[src/rtl/logico_pipe.sv]
// logico_pipe: two-stage pipelined bitwise logic unit with valid/ready handshakes.
//
// Result before inversion is selected by op[1:0]: 00 zero, 01 A&B, 10 A|B, 11 A^B.
// Setting op[2] inverts that result, giving all-ones, NAND, NOR and XNOR.
//
// Pipeline:
//   S1 captures A, B and op on an input handshake.
//   S2 captures the result and its zero flag. S2 drives Out, out_valid and zero.
//   An accepted operand set reaches Out two cycles later when nothing downstream stalls.
//
// Ports:
//   clk, rst_n         clock and asynchronous active-low reset
//   A, B [WIDTH]       operands, sampled only on in_valid && in_ready
//   op   [3]           opcode
//   in_valid/in_ready  input handshake (in_ready is combinational)
//   Out  [WIDTH]       registered result
//   out_valid          Out holds a result
//   out_ready          consumer accepts Out this cycle
//   zero               Out == 0, qualified by out_valid
//   txn_count [CNT_W]  output handshakes since reset, wraps to zero
//
// Optional feature, macro LOGICO_PARITY_EN. Defining it adds two registered S2 outputs:
//   parity             XOR-reduction of Out
//   ones               population count of Out, $clog2(WIDTH+1) bits
module logico_pipe #(
    parameter int unsigned WIDTH = 32,
    parameter int unsigned CNT_W = 16
) (
    input  logic             clk,
    input  logic             rst_n,
    input  logic [WIDTH-1:0] A,
    input  logic [WIDTH-1:0] B,
    input  logic [2:0]       op,
    input  logic             in_valid,
    output logic             in_ready,
    output logic [WIDTH-1:0] Out,
    output logic             out_valid,
    input  logic             out_ready,
    output logic             zero,
    output logic [CNT_W-1:0] txn_count
`ifdef LOGICO_PARITY_EN
    ,
    output logic                         parity,
    output logic [$clog2(WIDTH+1)-1:0]   ones
`endif
);

`ifdef LOGICO_PARITY_EN
    localparam int unsigned ONES_W = $clog2(WIDTH + 1);
`endif

    // Stage 1 registers
    logic             s1_valid;
    logic [WIDTH-1:0] s1_a;
    logic [WIDTH-1:0] s1_b;
    logic [2:0]       s1_op;

    // Handshake and control
    logic             stall_c;
    logic             s2_load_c;
    logic             in_hs_c;
    logic             out_hs_c;

    logic [WIDTH-1:0] base_c;
    logic [WIDTH-1:0] res_c;

    // S2 holds while its result is offered but not taken
    assign stall_c   = out_valid && !out_ready;
    assign s2_load_c = !stall_c;
    assign in_ready  = !s1_valid || !stall_c;
    assign in_hs_c   = in_valid && in_ready;
    assign out_hs_c  = out_valid && out_ready;

    // Legacy two-bit function select, then optional inversion
    always_comb begin
        base_c = '0;
        unique case (s1_op[1:0])
            2'b00:   base_c = '0;
            2'b01:   base_c = s1_a & s1_b;
            2'b10:   base_c = s1_a | s1_b;
            2'b11:   base_c = s1_a ^ s1_b;
            default: base_c = '0;
        endcase
        res_c = base_c ^ {WIDTH{s1_op[2]}};
    end

`ifdef LOGICO_PARITY_EN
    logic [ONES_W-1:0] ones_c;

    // Population count of the result being loaded into S2
    always_comb begin
        ones_c = '0;
        for (int unsigned i = 0; i < WIDTH; i++) begin
            ones_c = ones_c + ONES_W'(res_c[i]);
        end
    end
`endif

    // S1: capture on input handshake; empty when it drains into S2 with no refill
    always_ff @(posedge clk or negedge rst_n) begin
        if (!rst_n) begin
            s1_valid <= 1'b0;
            s1_a     <= '0;
            s1_b     <= '0;
            s1_op    <= '0;
        end else if (in_hs_c) begin
            s1_valid <= 1'b1;
            s1_a     <= A;
            s1_b     <= B;
            s1_op    <= op;
        end else if (s2_load_c) begin
            s1_valid <= 1'b0;
        end
    end

    // S2: advance whenever not stalled; an empty S1 leaves a bubble
    always_ff @(posedge clk or negedge rst_n) begin
        if (!rst_n) begin
            Out       <= '0;
            out_valid <= 1'b0;
            zero      <= 1'b0;
        end else if (s2_load_c) begin
            out_valid <= s1_valid;
            zero      <= s1_valid && (res_c == '0);
            if (s1_valid) begin
                Out <= res_c;
            end
        end
    end

`ifdef LOGICO_PARITY_EN
    // Parity and popcount travel with the result
    always_ff @(posedge clk or negedge rst_n) begin
        if (!rst_n) begin
            parity <= 1'b0;
            ones   <= '0;
        end else if (s2_load_c && s1_valid) begin
            parity <= ^res_c;
            ones   <= ones_c;
        end
    end
`endif

    // Delivered-transaction counter, wraps naturally
    always_ff @(posedge clk or negedge rst_n) begin
        if (!rst_n) begin
            txn_count <= '0;
        end else if (out_hs_c) begin
            txn_count <= txn_count + CNT_W'(1);
        end
    end

endmodule

[config.mk]
export PLATFORM = sky130hd
export DESIGN_NAME = logico_pipe
export DESIGN_NICKNAME = d
export VERILOG_FILES = /design/src/rtl/logico_pipe.sv
export SDC_FILE = /design/constraint.sdc
export NUM_CORES = 1
export LEC_CHECK = 0
export BUFFER_PORTS_ARGS = -buffer_cell sky130_fd_sc_hd__buf_4
export CAP_MARGIN = 40
export CELL_PAD_IN_SITES_DETAIL_PLACEMENT = 1
export CELL_PAD_IN_SITES_GLOBAL_PLACEMENT = 2
export CORE_MARGIN = 2
export CORE_UTILIZATION = 23
export CTS_BUF_LIST = sky130_fd_sc_hd__clkbuf_2 sky130_fd_sc_hd__clkbuf_4 sky130_fd_sc_hd__clkbuf_8
export CTS_CLUSTER_DIAMETER = 30
export DETAILED_ROUTE_END_ITERATION = 6
export GPL_TIMING_DRIVEN = 1
export HOLD_SLACK_MARGIN = 0.1
export PLACE_DENSITY = 0.62
export SLEW_MARGIN = 15
export SYNTH_ARGS = -nofsm -noshare
export SYNTH_HDL_FRONTEND = slang
export SYNTH_SLANG_ARGS = --single-unit
[constraint.sdc]
create_clock -name clk -period 3.4 [get_ports clk]
set_input_delay 0 -clock clk [delete_from_list [all_inputs] [get_ports clk]]
set_output_delay 0 -clock clk [all_outputs]
set_load 0.05 [all_outputs]
==> run summary <==
outcome: completed
gr busiest metal: met2
number of flops mapped to enable cells by yosys: 0
Fmax achieved: 0.412 GHz
setup ws final: 0.974 ns
clock sink total: 118
mux cell area share after synthesis: 16.7%
P&R area growth vs syn: 37.6%
met2 usage: 20.9%
Core Region: 28,600 um^2
Worst-Margin Slew: 0.740 ns
vias in the first global route: 5,371
Syn Nets: 709
crit path from: s1_op[0]$_DFFE_PN0P_
Die ar.: 30,400 um^2
dpl hpwl: 12.6 mm
Crit path arrival time: 2.78 ns
kind of critical path: reg2reg
initial antenna violation count: 0
RSZ-0062 raised after global routing: no
Nets: 903
async set or reset register ratio after synthesis: 100%
Final Slew Violations: 0
clk slew on worst S/H paths: 0.07 ns
largest family of logic cells by synthesized area: multiplexers
port buffer count: 121
area used by multi-input combinational logic: 3310 um^2
Final Hold Viols: 0
Slew HR: 50.7%
CP startpoint kind: flip-flop
largest net degree at the start of global routing: 75
Placed Instances: 1,061
largest cells by area after synthesis: dfrtp_1 (44%), mux2_2 (16%), ha_1 (12%)
area leader, netlist: dfrtp_1
post-synthesis sequential area ratio: 44.3%
flop2flop setup slack: 0.97 ns
DRT iter0 DRCs: 119
cell area after synthesis: 6670 um^2
final setup violation count: 0
Worst Hold Class: in2async
Total Routing Usage GR: 12.2%
gr ovfl total: 0
num rows: 62
routability cong.: 0.695
Setup Skew: 0.0135 ns
CTS tree: built
clock buffer depth: 2
LEAKAGE: 4.27 nW
syn_area_per_cell: 11.6 um^2
Synth Warn #: 0
Setup Buffers After CTS: 0
r2r startpoint: s1_op[0]$_DFFE_PN0P_
Final Power: 5.94 mW
Root Buffer Master: clkbuf_8
Synth Instances: 573
Power Dens Cells: 648 nW/um^2
drt via density: 4.13
total number of vias: 4,802
max-cap violations: 0
setup TNS: 0 ns
first-pass GRT wire length: 28.7 mm
worst flop-to-flop path endpoint: zero$_DFFE_PN0N_
worst slack, placed: 0.869 ns
routed wire length: 17.6 mm
die height: 174 um
Compound-Gate Fraction of Synth Area: 4.45%
DRC viols: 0
Initial Util: 23.3%
Period minus WS final: 2.43 ns
period utilisation layout: 71.3%
drt pass-1 iters: 4
crit path max fanout: 34
final non-filler cell total: 1,163
worst skew pair latency: 0.44 ns
M3 GR Usage: 3.26%
Reg area: 2960 um^2
share of the synthesized area in the top cell type: 44.3%
grt met1 use: 15.2%
ant diodes: 0
share of synthesized cell area in full adder, half adder and majority cells: 12.2%
Chip Width: 174 um
count of cell types in the netlist: 28
Boundary Pins: 122
FF+latch count, synth: 118
Top FF cell, synth: dfrtp_1
antenna viol nets, final: 0
crit end category: flip-flop
Inserted Clock Buffers: 17
Fillers: 3,145
Post-Synth Simple-Gate Area: 9.92%
H-tree levels: 4
Required @ worst endpoint: 3.75 ns
Max VDD drop: 0.475 mV
WL per Instance: 15.1 um
worst-case reg-to-reg path depth: 7
layout cells sized above 1: 34.5%
Synth Area in XOR/XNOR: 6.17%
Worst Hold Slack: 0.174 ns
[registers in the layout, indices dropped and copies added, names as in the netlist]
register and cells:
Out 32, out_valid 1, s1_a 32, s1_b 32, s1_op 3, s1_valid 1, txn_count 16, zero 1
[power breakdown]
group / leakage [nW] / total, mW / switching, mW / internal [mW]
Combinational: 2.66 / 2.46 / 1.46 / 0.996
Clock: 0.211 / 1.39 / 0.601 / 0.791
Sequential: 1.40 / 2.09 / 0.342 / 1.75
[worst max path at each step]
stage,endpoint,slack [ns],depth (start not counted)
3_3_place_gp,zero$_DFFE_PN0N_,0.84,7
3_5_place_dp,zero$_DFFE_PN0N_,0.87,7
2_1_floorplan,s1_a[0]$_DFFE_PN0P_,1.08,6
6_report,zero$_DFFE_PN0N_,0.97,7
4_1_cts,zero$_DFFE_PN0N_,0.85,7
5_1_grt,zero$_DFFE_PN0N_,0.71,7
[cells by family after synthesis]
family          count (synthesis)
flops                         118
simple gates                  110
mux                            99
buf+inv                        97
fa+ha+maj                      65
xor+xnor                       47
compound gates                 37
[worst max-delay path, stage by stage, from the launching register on]
cell and delay [ns]:
dfrtp_2 0.74, nor2b_4 0.26, buf_4 0.24, a32oi_1 0.11
xnor2_1 0.18, nor4_1 0.40, nand4_1 0.21, o31ai_2 0.21
[Yosys cell counts, types with 2 or more instances]
library cell  number
mux2i_1            3
nor4_1             6
xnor2_1           38
nor2b_1            3
buf_2             11
nor2_1             4
a22oi_1            3
nand3_1            6
nand2b_1          60
nand4_1            6
and3_1             2
xor2_1             9
nand2_1           14
mux2_2            96
o21ai_0            4
buf_6              6
clkbuf_1          12
inv_1             68
and3b_1            5
ha_1              65
a32oi_1           24
dfrtp_1          118
a31oi_1            5
[cell usage in the layout (no fill, tap or decap), types with 2 or more instances in the layout]
master         instances
clkbuf_4               2
and3_1                 2
clkinv_2               4
xor2_1                 9
bufinv_16              3
nand3_1                6
a22oi_1                3
nand2_1               12
xnor2_1               38
dfrtp_2                3
inv_1                 68
mux2i_1                3
dfrtp_1              115
nor2b_1                2
nand4_1                6
buf_4                129
clkinvlp_4             2
nor2_1                 4
a31oi_1                5
a32oi_1               24
buf_12                 2
nor4_1                 6
ha_1                  65
nand2b_1              60
clkbuf_8              20
mux2_2                96
o21ai_0                4
and3b_1                5
dlygate4sd3_1         71
[layout make-up]
class | instances | area share [%]
Multi-Input combinational cell | 358 | 36.1
Sequential cell | 118 | 32.2
Clock inverter | 9 | 1.36
Clock buffer | 22 | 3.16
Inverter | 68 | 2.78
Timing Repair Buffer | 204 | 19.2
Tap cell | 384 | 5.24
[through the flow]
stage          area [um^2]  util (%)
5_1_grt               9180      32.1
3_3_place_gp          7980      27.9
6_report              9180      32.1
2_1_floorplan         6670         -
3_5_place_dp          8050      28.1
4_1_cts               9180      32.1
[routing by layer]
layer  share of wire [%]  up-vias
met5                   0        -
li1                    -     2301
met4                0.83        0
met3                 3.9        9
met1                  46     2407
met2                  49       85
[repair_timing]
item / 4_1_cts / 5_1_grt
endpoints found under the hold margin: 146 / 0
hold buffers: 71 / 0
gates resized for setup: 0 / 0
Note: power is estimated with default switching activity, not from simulation.
